<file path="src/rtl/aes_pkg.sv">
// aes_pkg: shared AES GF(2^8) helpers, datapath typedefs and iterative-engine FSM states
package aes_pkg;
  typedef logic [127:0] word128;
  typedef logic [31:0] word32;
  typedef logic [7:0] byte8;
  typedef enum logic [1:0] {IDLE, BUSY, DONE} state_t;
  localparam byte8 AES_POLY_RED = 8'h1b;
  localparam byte8 INV_0E = 8'h0e;
  localparam byte8 INV_0B = 8'h0b;
  localparam byte8 INV_0D = 8'h0d;
  localparam byte8 INV_09 = 8'h09;
  function automatic byte8 xtime(byte8 a);
    return {a[6:0], 1'b0} ^ (a[7] ? AES_POLY_RED : 8'h00);
  endfunction
  // k is always a constant at the call site, so only one XOR term survives
  function automatic byte8 inv_mul(byte8 a, byte8 k);
    byte8 x2, x4, x8;
    x2 = xtime(a);
    x4 = xtime(x2);
    x8 = xtime(x4);
    return k == INV_09 ? x8 ^ a :
           k == INV_0B ? x8 ^ x2 ^ a :
           k == INV_0D ? x8 ^ x4 ^ a : x8 ^ x4 ^ x2;
  endfunction
endpackage

</file>
<file path="src/rtl/inv_mix_columns_iter_col.sv">
// inv_mix_single_column: combinational InvMixColumns of one 32-bit column
module inv_mix_single_column
  import aes_pkg::*;
(
  input  logic [31:0] col,
  output logic [31:0] res
);
  byte8 a0, a1, a2, a3;
  assign {a0, a1, a2, a3} = col;
  assign res = {
    inv_mul(a0, INV_0E) ^ inv_mul(a1, INV_0B) ^ inv_mul(a2, INV_0D) ^ inv_mul(a3, INV_09),
    inv_mul(a0, INV_09) ^ inv_mul(a1, INV_0E) ^ inv_mul(a2, INV_0B) ^ inv_mul(a3, INV_0D),
    inv_mul(a0, INV_0D) ^ inv_mul(a1, INV_09) ^ inv_mul(a2, INV_0E) ^ inv_mul(a3, INV_0B),
    inv_mul(a0, INV_0B) ^ inv_mul(a1, INV_0D) ^ inv_mul(a2, INV_09) ^ inv_mul(a3, INV_0E)
  };
endmodule

</file>
<file path="src/rtl/inv_mix_columns_iter.sv">
// inv_mix_columns_iter: iterative AES InvMixColumns, COLS_PER_CYCLE columns per busy cycle
module inv_mix_columns_iter
  import aes_pkg::*;
#(
  parameter int COLS_PER_CYCLE = 1
) (
  input  logic         clk,
  input  logic         rst,
  input  logic         in_valid,
  output logic         in_ready,
  input  logic [127:0] in_data,
  output logic         out_valid,
  input  logic         out_ready,
  output logic [127:0] out_data,
  output logic         busy
);
  if (!(COLS_PER_CYCLE == 1 || COLS_PER_CYCLE == 2 || COLS_PER_CYCLE == 4)) begin : g_bad_cfg
    $error("COLS_PER_CYCLE must be 1, 2 or 4");
  end
  localparam logic [1:0] STEP = 2'(COLS_PER_CYCLE);
  localparam logic [1:0] LAST = 2'(4 - COLS_PER_CYCLE);
  state_t state, state_nx;
  logic [1:0] col_cnt;
  word128 work, work_nx;
  word32 col_res [COLS_PER_CYCLE];
  logic last;
  assign last = col_cnt == LAST;
  for (genvar g = 0; g < COLS_PER_CYCLE; g++) begin : g_col
    inv_mix_single_column u_col (
      .col(work[127 - 32 * (int'(col_cnt) + g) -: 32]),
      .res(col_res[g])
    );
  end
  // only the current column group is rewritten; the rest of the state passes through
  always_comb begin
    work_nx = work;
    for (int i = 0; i < COLS_PER_CYCLE; i++)
      work_nx[127 - 32 * (int'(col_cnt) + i) -: 32] = col_res[i];
  end
  always_comb begin
    state_nx = state;
    case (state)
      IDLE:    if (in_valid) state_nx = BUSY;
      BUSY:    if (last) state_nx = DONE;
      DONE:    if (out_ready) state_nx = IDLE;
      default: state_nx = IDLE;
    endcase
  end
  always_ff @(posedge clk or posedge rst)
    if (rst) state <= IDLE;
    else state <= state_nx;
  always_ff @(posedge clk or posedge rst) begin
    if (rst) begin
      work <= '0;
      col_cnt <= '0;
      out_data <= '0;
    end else if (state == IDLE && in_valid) begin
      work <= in_data;
      col_cnt <= '0;
    end else if (state == BUSY) begin
      work <= work_nx;
      col_cnt <= col_cnt + STEP;
      if (last) out_data <= work_nx;
    end
  end
  assign in_ready = state == IDLE;
  assign out_valid = state == DONE;
  assign busy = state != IDLE;
endmodule

</file>
<file path="config.mk">
export PLATFORM = sky130hd
export DESIGN_NAME = inv_mix_columns_iter
export DESIGN_NICKNAME = d
export VERILOG_FILES = /design/src/rtl/aes_pkg.sv /design/src/rtl/inv_mix_columns_iter_col.sv /design/src/rtl/inv_mix_columns_iter.sv
export SDC_FILE = /design/constraint.sdc
export NUM_CORES = 1
export LEC_CHECK = 0
export BUFFER_PORTS_ARGS = -buffer_cell sky130_fd_sc_hd__buf_4
export CORE_UTILIZATION = 51
export CTS_BUF_LIST = sky130_fd_sc_hd__clkbuf_4 sky130_fd_sc_hd__clkbuf_8 sky130_fd_sc_hd__clkbuf_16
export DETAILED_ROUTE_END_ITERATION = 12
export PLACE_DENSITY = 0.77
export SYNTH_ARGS = -nofsm -noshare
export SYNTH_HDL_FRONTEND = slang
export SYNTH_HIERARCHICAL = 1
export SYNTH_SLANG_ARGS = --single-unit
</file>
<file path="constraint.sdc">
create_clock -name clk -period 10.1 [get_ports clk]
set_clock_uncertainty 0.2 [all_clocks]
set_input_delay 2.525 -clock clk [delete_from_list [all_inputs] [get_ports clk]]
set_output_delay 2.525 -clock clk [all_outputs]
set_load 0.02 [all_outputs]
</file>
# Yosys cells after proc, flatten, opt, wreduce, memory -nomap -nowiden
# Index checks and enable logic that the tools add are counted.
# classes
add_sub_neg	3
eq_ne	6
n_shift	3
n_mux	21
n_bitwise	49
n_reduce_logical	6
# op_table
op	count
8-bit XOR	48
128-bit two-way mux	2
32-bit by 33-bit variable shift with 159-bit output, first input constant	1
159-bit by 8-bit variable part select with 32-bit output	1
32-bit by 33-bit variable part select with 159-bit output	1
128-bit bitwise mux	1
5-bit two-way mux	12
8-bit negator with 33-bit output	1
2-bit two-way mux	5
7-bit by 7-bit subtractor with 8-bit output, first input constant	1
2-bit case mux with 3 select lines	1
3-bit AND reduction	2
2-bit equality test, second input constant	2
2-bit != test, second input constant	2
2-bit nonzero test	2
2-bit by 1-bit adder with 2-bit output, second input constant	1
2-bit by 1-bit equality test with 1-bit output, second input constant	1
2-bit logical NOT	1
2-bit by 1-bit != test with 1-bit output, second input constant	1
1-bit logical AND	1
1-bit inverter	1
# totals
ff_bits	260
inputBits	132
output_inout_bits	131
wordCells	92

# Logic depth before layout (Yosys ltp)
# logic_depth
depth_word	17
ltp_mapped	10
mapped_depth_nobuf	7

# By module
# Netlist, hierarchy kept.
# by_module_without_submodules
mod	n_inst	cells_each	area_each_um2
inv_mix_columns_iter	1	1223	12583.3
inv_mix_single_column	1	208	2292.2

# Worst setup path after synthesis
# Ideal clock, no wire load.
# synth_path
path_kind	register -> output
from	register state[0]
to	output port busy
arrival_ns	1.271
slack_ns	6.104
stages_incl_launch_ff	5
n_path_buf	2
cell_sequence	dfrtp_1 -> buf_2 -> nor2_1 -> buf_2 -> inv_1
# synth_via
elab_chain_cells	1
# synth_rtl
item	line	text
start: declaration	inv_mix_columns_iter.sv:22	state_t state, state_nx;
start signal: assignment	inv_mix_columns_iter.sv:51	else state <= state_nx;
2-bit nonzero test	inv_mix_columns_iter.sv:68	assign busy = state != IDLE;
end: declaration	inv_mix_columns_iter.sv:15	output logic busy
# Every way passes these cells.

# Final worst setup path
# layout_path
from	register state[1]
to	output port busy
# Same word-level chain as after synthesis.

==> results.txt <==
- The number of global-route vias before repair was around 13,000.
- Total die area: roughly 30,000 um2
- Via total after detailed routing: roughly 13,000
- Pin placement for this block handled around 260 I/O pins.
* Number of inserted filler cells in the final layout: 2,347
- Share of post-route cells with drive strength above 1: between 20% and 30%
- Starting density of the core: around half
- Number of unique standard cell types used by synthesis: 39
* Largest net degree at the start of global routing: 117
- TritonCTS clock tree: done
* Detail Placement HPWL: ~32 mm
* Routed wire length per instance: about 24 um
- The floorplan has 62 rows.
* Clk sink count: between 200 and 300
- Worst hold-check path type: reg -> reg
- Derived from the worst setup path, the maximum achievable clock frequency is 201 MHz.
- The worst register-to-register path begins at col_cnt[0]$_DFFE_PP0P_.
* Fraction of the cycle the final worst path needs: 49.2%
* Area delta synth->final: 19.8%
- Synthesized Nets: between 1,500 and 2,000
* Final worst setup slack: a little over 5 ns
* Number of antenna violations at the first check in global routing: 0
- H-tree depth reported by CTS: 1
- Number of gates resized after CTS: 0
* Total detailed-routing wirelength: between 40 and 50 mm
- After routing, the total negative slack on setup checks comes to 0 ns.
- Of all flip-flops after synthesis, the portion carrying an async set or reset was 100%.
- In this run the vertical extent of the chip is about 170 um.
- In this run the remaining antenna-violating nets after routing total 0.
* Placed Instances: 1,950
- In this run the critical register-to-register path is captured at work[85]$_DFFE_PP0P_.
* Max Root-Sink Buffers: 3
- At the pin with the least slew margin, the transition time is 1.09 ns.
* Port buffer count: roughly 260
- For the finished layout, the period the worst path requires is roughly 5.0 ns.
- Number of synthesized register bits: 260
* Clock tree root driver cell: clkbuf_16
* Initial DRC count: between 1,500 and 2,000
* Maxcap violations: 0
* All-Layer GR Usage: a little under a third
- Main synth FF type: dfrtp_1
- Sort of element at the end of the critical path: output port
- The number of endpoints with negative hold slack in the final report is 0.
- Number of clock buffers inserted by TritonCTS: 28
* Post-placement setup slack: 5.32 ns
* Critical path data required time: 7.38 ns
- # nets final: about 1,700
* First-pass GRT wire length: 73.4 mm
- Post-synthesis average cell area: 10.4 um2
- The startpoint identified for the worst hold timing path is out_data[47]$_DFFE_PP0P_.
- Setup Buffers After CTS: 0
- The worst setup path is of the reg -> out kind.
* Gate count after technology mapping: 1,431
- DRT Pass-1 Iters: 5
- The die is 173 um wide.
- CP Data Arrival Time: approximately 2.3 ns
- Unrepaired setup endpoints after global routing: no
- Number of endpoints failing setup at the final stage: 0
- DRC Markers: 0
- Clock-pin slew was measured on the worst setup and hold paths at approximately 0.060 ns.
- STA classifies the critical path startpoint as a flip-flop.
- The number of cells on the worst reg-to-reg path is 8.
- The worst hold path was traced through 2 stages.
* Share of synthesized area occupied by flip-flops and latches: between 40% and 50%
- The count of cells in the finished layout, fillers not included, comes to around 2,000.
- Crit path max fanout: 25
* Mapped Area: about 15,000 um2
* # hold bufs at CTS: 0
- The number of antenna diodes in the final layout is 0.
* Remaining global-route overflow: 0
- The flow ran to the end, and the final reports show no timing, DRC or antenna violations.
- Worst R2R Setup Slack: approximately 5.4 ns
- Number of warnings reported in the yosys synthesis log: 6
- Using the TritonRoute via totals, the vias-per-cell ratio works out to 6.31.
* Endpoint, Worst Hold: out_data[47]$_DFFE_PP0P_
- Clock latency on the worst-skew pair: approximately 0.55 ns
- At the end of routability-driven placement, the weighted congestion stood at 1.05.
* Placeable core area: ~29,000 um2
- Counting flops with a built-in enable in the synthesized netlist gives 0.
- The number of max-slew violations in the final report came to 0.
- Headroom to the max-slew limit came out at 27.0%.
worst max path at each step:
| stage | to | start | cells past startpoint |
|---|---|---|---|
| detailed placement | work[42]$_DFFE_PP0P_ | in_valid | 5 |
| floorplan | col_cnt[0]$_DFFE_PP0P_ | rst | 1 |
| global placement | work[78]$_DFFE_PP0P_ | in_valid | 5 |
| global route | busy | state[1]$_DFFE_PP0P_ | 4 |
| CTS | busy | state[1]$_DFFE_PP0P_ | 4 |
| finish | busy | state[1]$_DFFE_PP0P_ | 4 |
stage by stage:
stage / cell area, um2 / hold slack, ns / utilization [%]
after floorplan: 14900 / 0.273 / -
after global placement: 16800 / 0.262 / 58.6
after detailed placement: 16800 / 0.267 / 58.6
after CTS: 17800 / 0.281 / 62.1
after global routing: 17800 / 0.300 / 62.1
final: 17800 / 0.279 / 62.1
sequential cells by signal (all words and copies together), names as in the netlist:
| register | cells |
|---|---|
| out_data | 128 |
| work | 128 |
| col_cnt | 2 |
| state | 2 |
worst max-delay path, stage by stage, from the launching register on:
cell	delay, ns
dfrtp_1	0.55
nor2_4	0.41
buf_4	0.46
inv_1	0.08
buf_4	0.17
cell usage in the layout (no fill, tap or decap), types with 3 or more instances in the layout:
master and instances:
nor2_1 34, a211oi_1 63, a22o_1 3, a21o_1 29, xor2_1 34, and3_1 30
nor2b_1 129, o21ai_0 98, clkinv_2 7, xnor2_2 5, xnor2_1 116, clkinvlp_4 4
xnor3_2 4, clkinv_4 3, nor3_1 67, buf_4 280, inv_1 4, a21oi_1 66
mux4_2 32, dfrtp_2 3, clkbuf_16 29, a221oi_1 35, xnor3_1 26, nand2_1 99
bufinv_16 5, ha_2 3, nor2b_4 3, dfrtp_1 257, a221o_1 30, a31oi_1 96
per-layer routing:
layer	share of wire (%)	GRT usage, %
met5	0	0
met4	2.9	10.8
met3	8.6	4.68
met2	46	48.8
met1	42	45.1
synthesized netlist by cell type (all sizes together), types with 32 or more instances:
| cell | instances | area, um2 |
|---|---|---|
| dfrtp | 260 | 6510 |
| nor2b | 132 | 826 |
| xnor2 | 122 | 1120 |
| nand2 | 99 | 372 |
| o21ai | 98 | 490 |
| a31oi | 96 | 601 |
| buf | 96 | 528 |
| a21oi | 67 | 335 |
| nor3 | 67 | 335 |
| a211oi | 63 | 473 |
| clkbuf | 49 | 188 |
| nor2 | 36 | 138 |
| xor2 | 36 | 330 |
| a221oi | 35 | 307 |
| mux4 | 32 | 721 |
area by class of cell:
type / instances / area, um2 / area share, %
Clock inverter: 20 / 250 / 1.40
Timing Repair Buffer: 280 / 2100 / 11.8
Inverter: 6 / 30.0 / 0.169
Sequential cell: 260 / 6510 / 36.5
Tap cell: 384 / 480 / 2.70
Clock buffer: 32 / 754 / 4.23
Multi-Input combinational cell: 1020 / 7690 / 43.2
kinds of logic (layout without fill, tap and decap cells):
| family | after synthesis | count (layout) | share of synthesized area (%) |
|---|---|---|---|
| compound gates | 423 | 423 | 18.6 |
| xor+xnor | 190 | 190 | 14.7 |
| fa+ha+maj | 4 | 4 | 0.336 |
| buf+inv | 151 | 338 | 4.96 |
| flops | 260 | 260 | 43.7 |
| mux | 32 | 32 | 4.84 |
| simple gates | 371 | 371 | 12.8 |
Power is left out: the tool's default activity adds up to more than one toggle a clock period on the data nets, which glitch-free logic cannot reach.
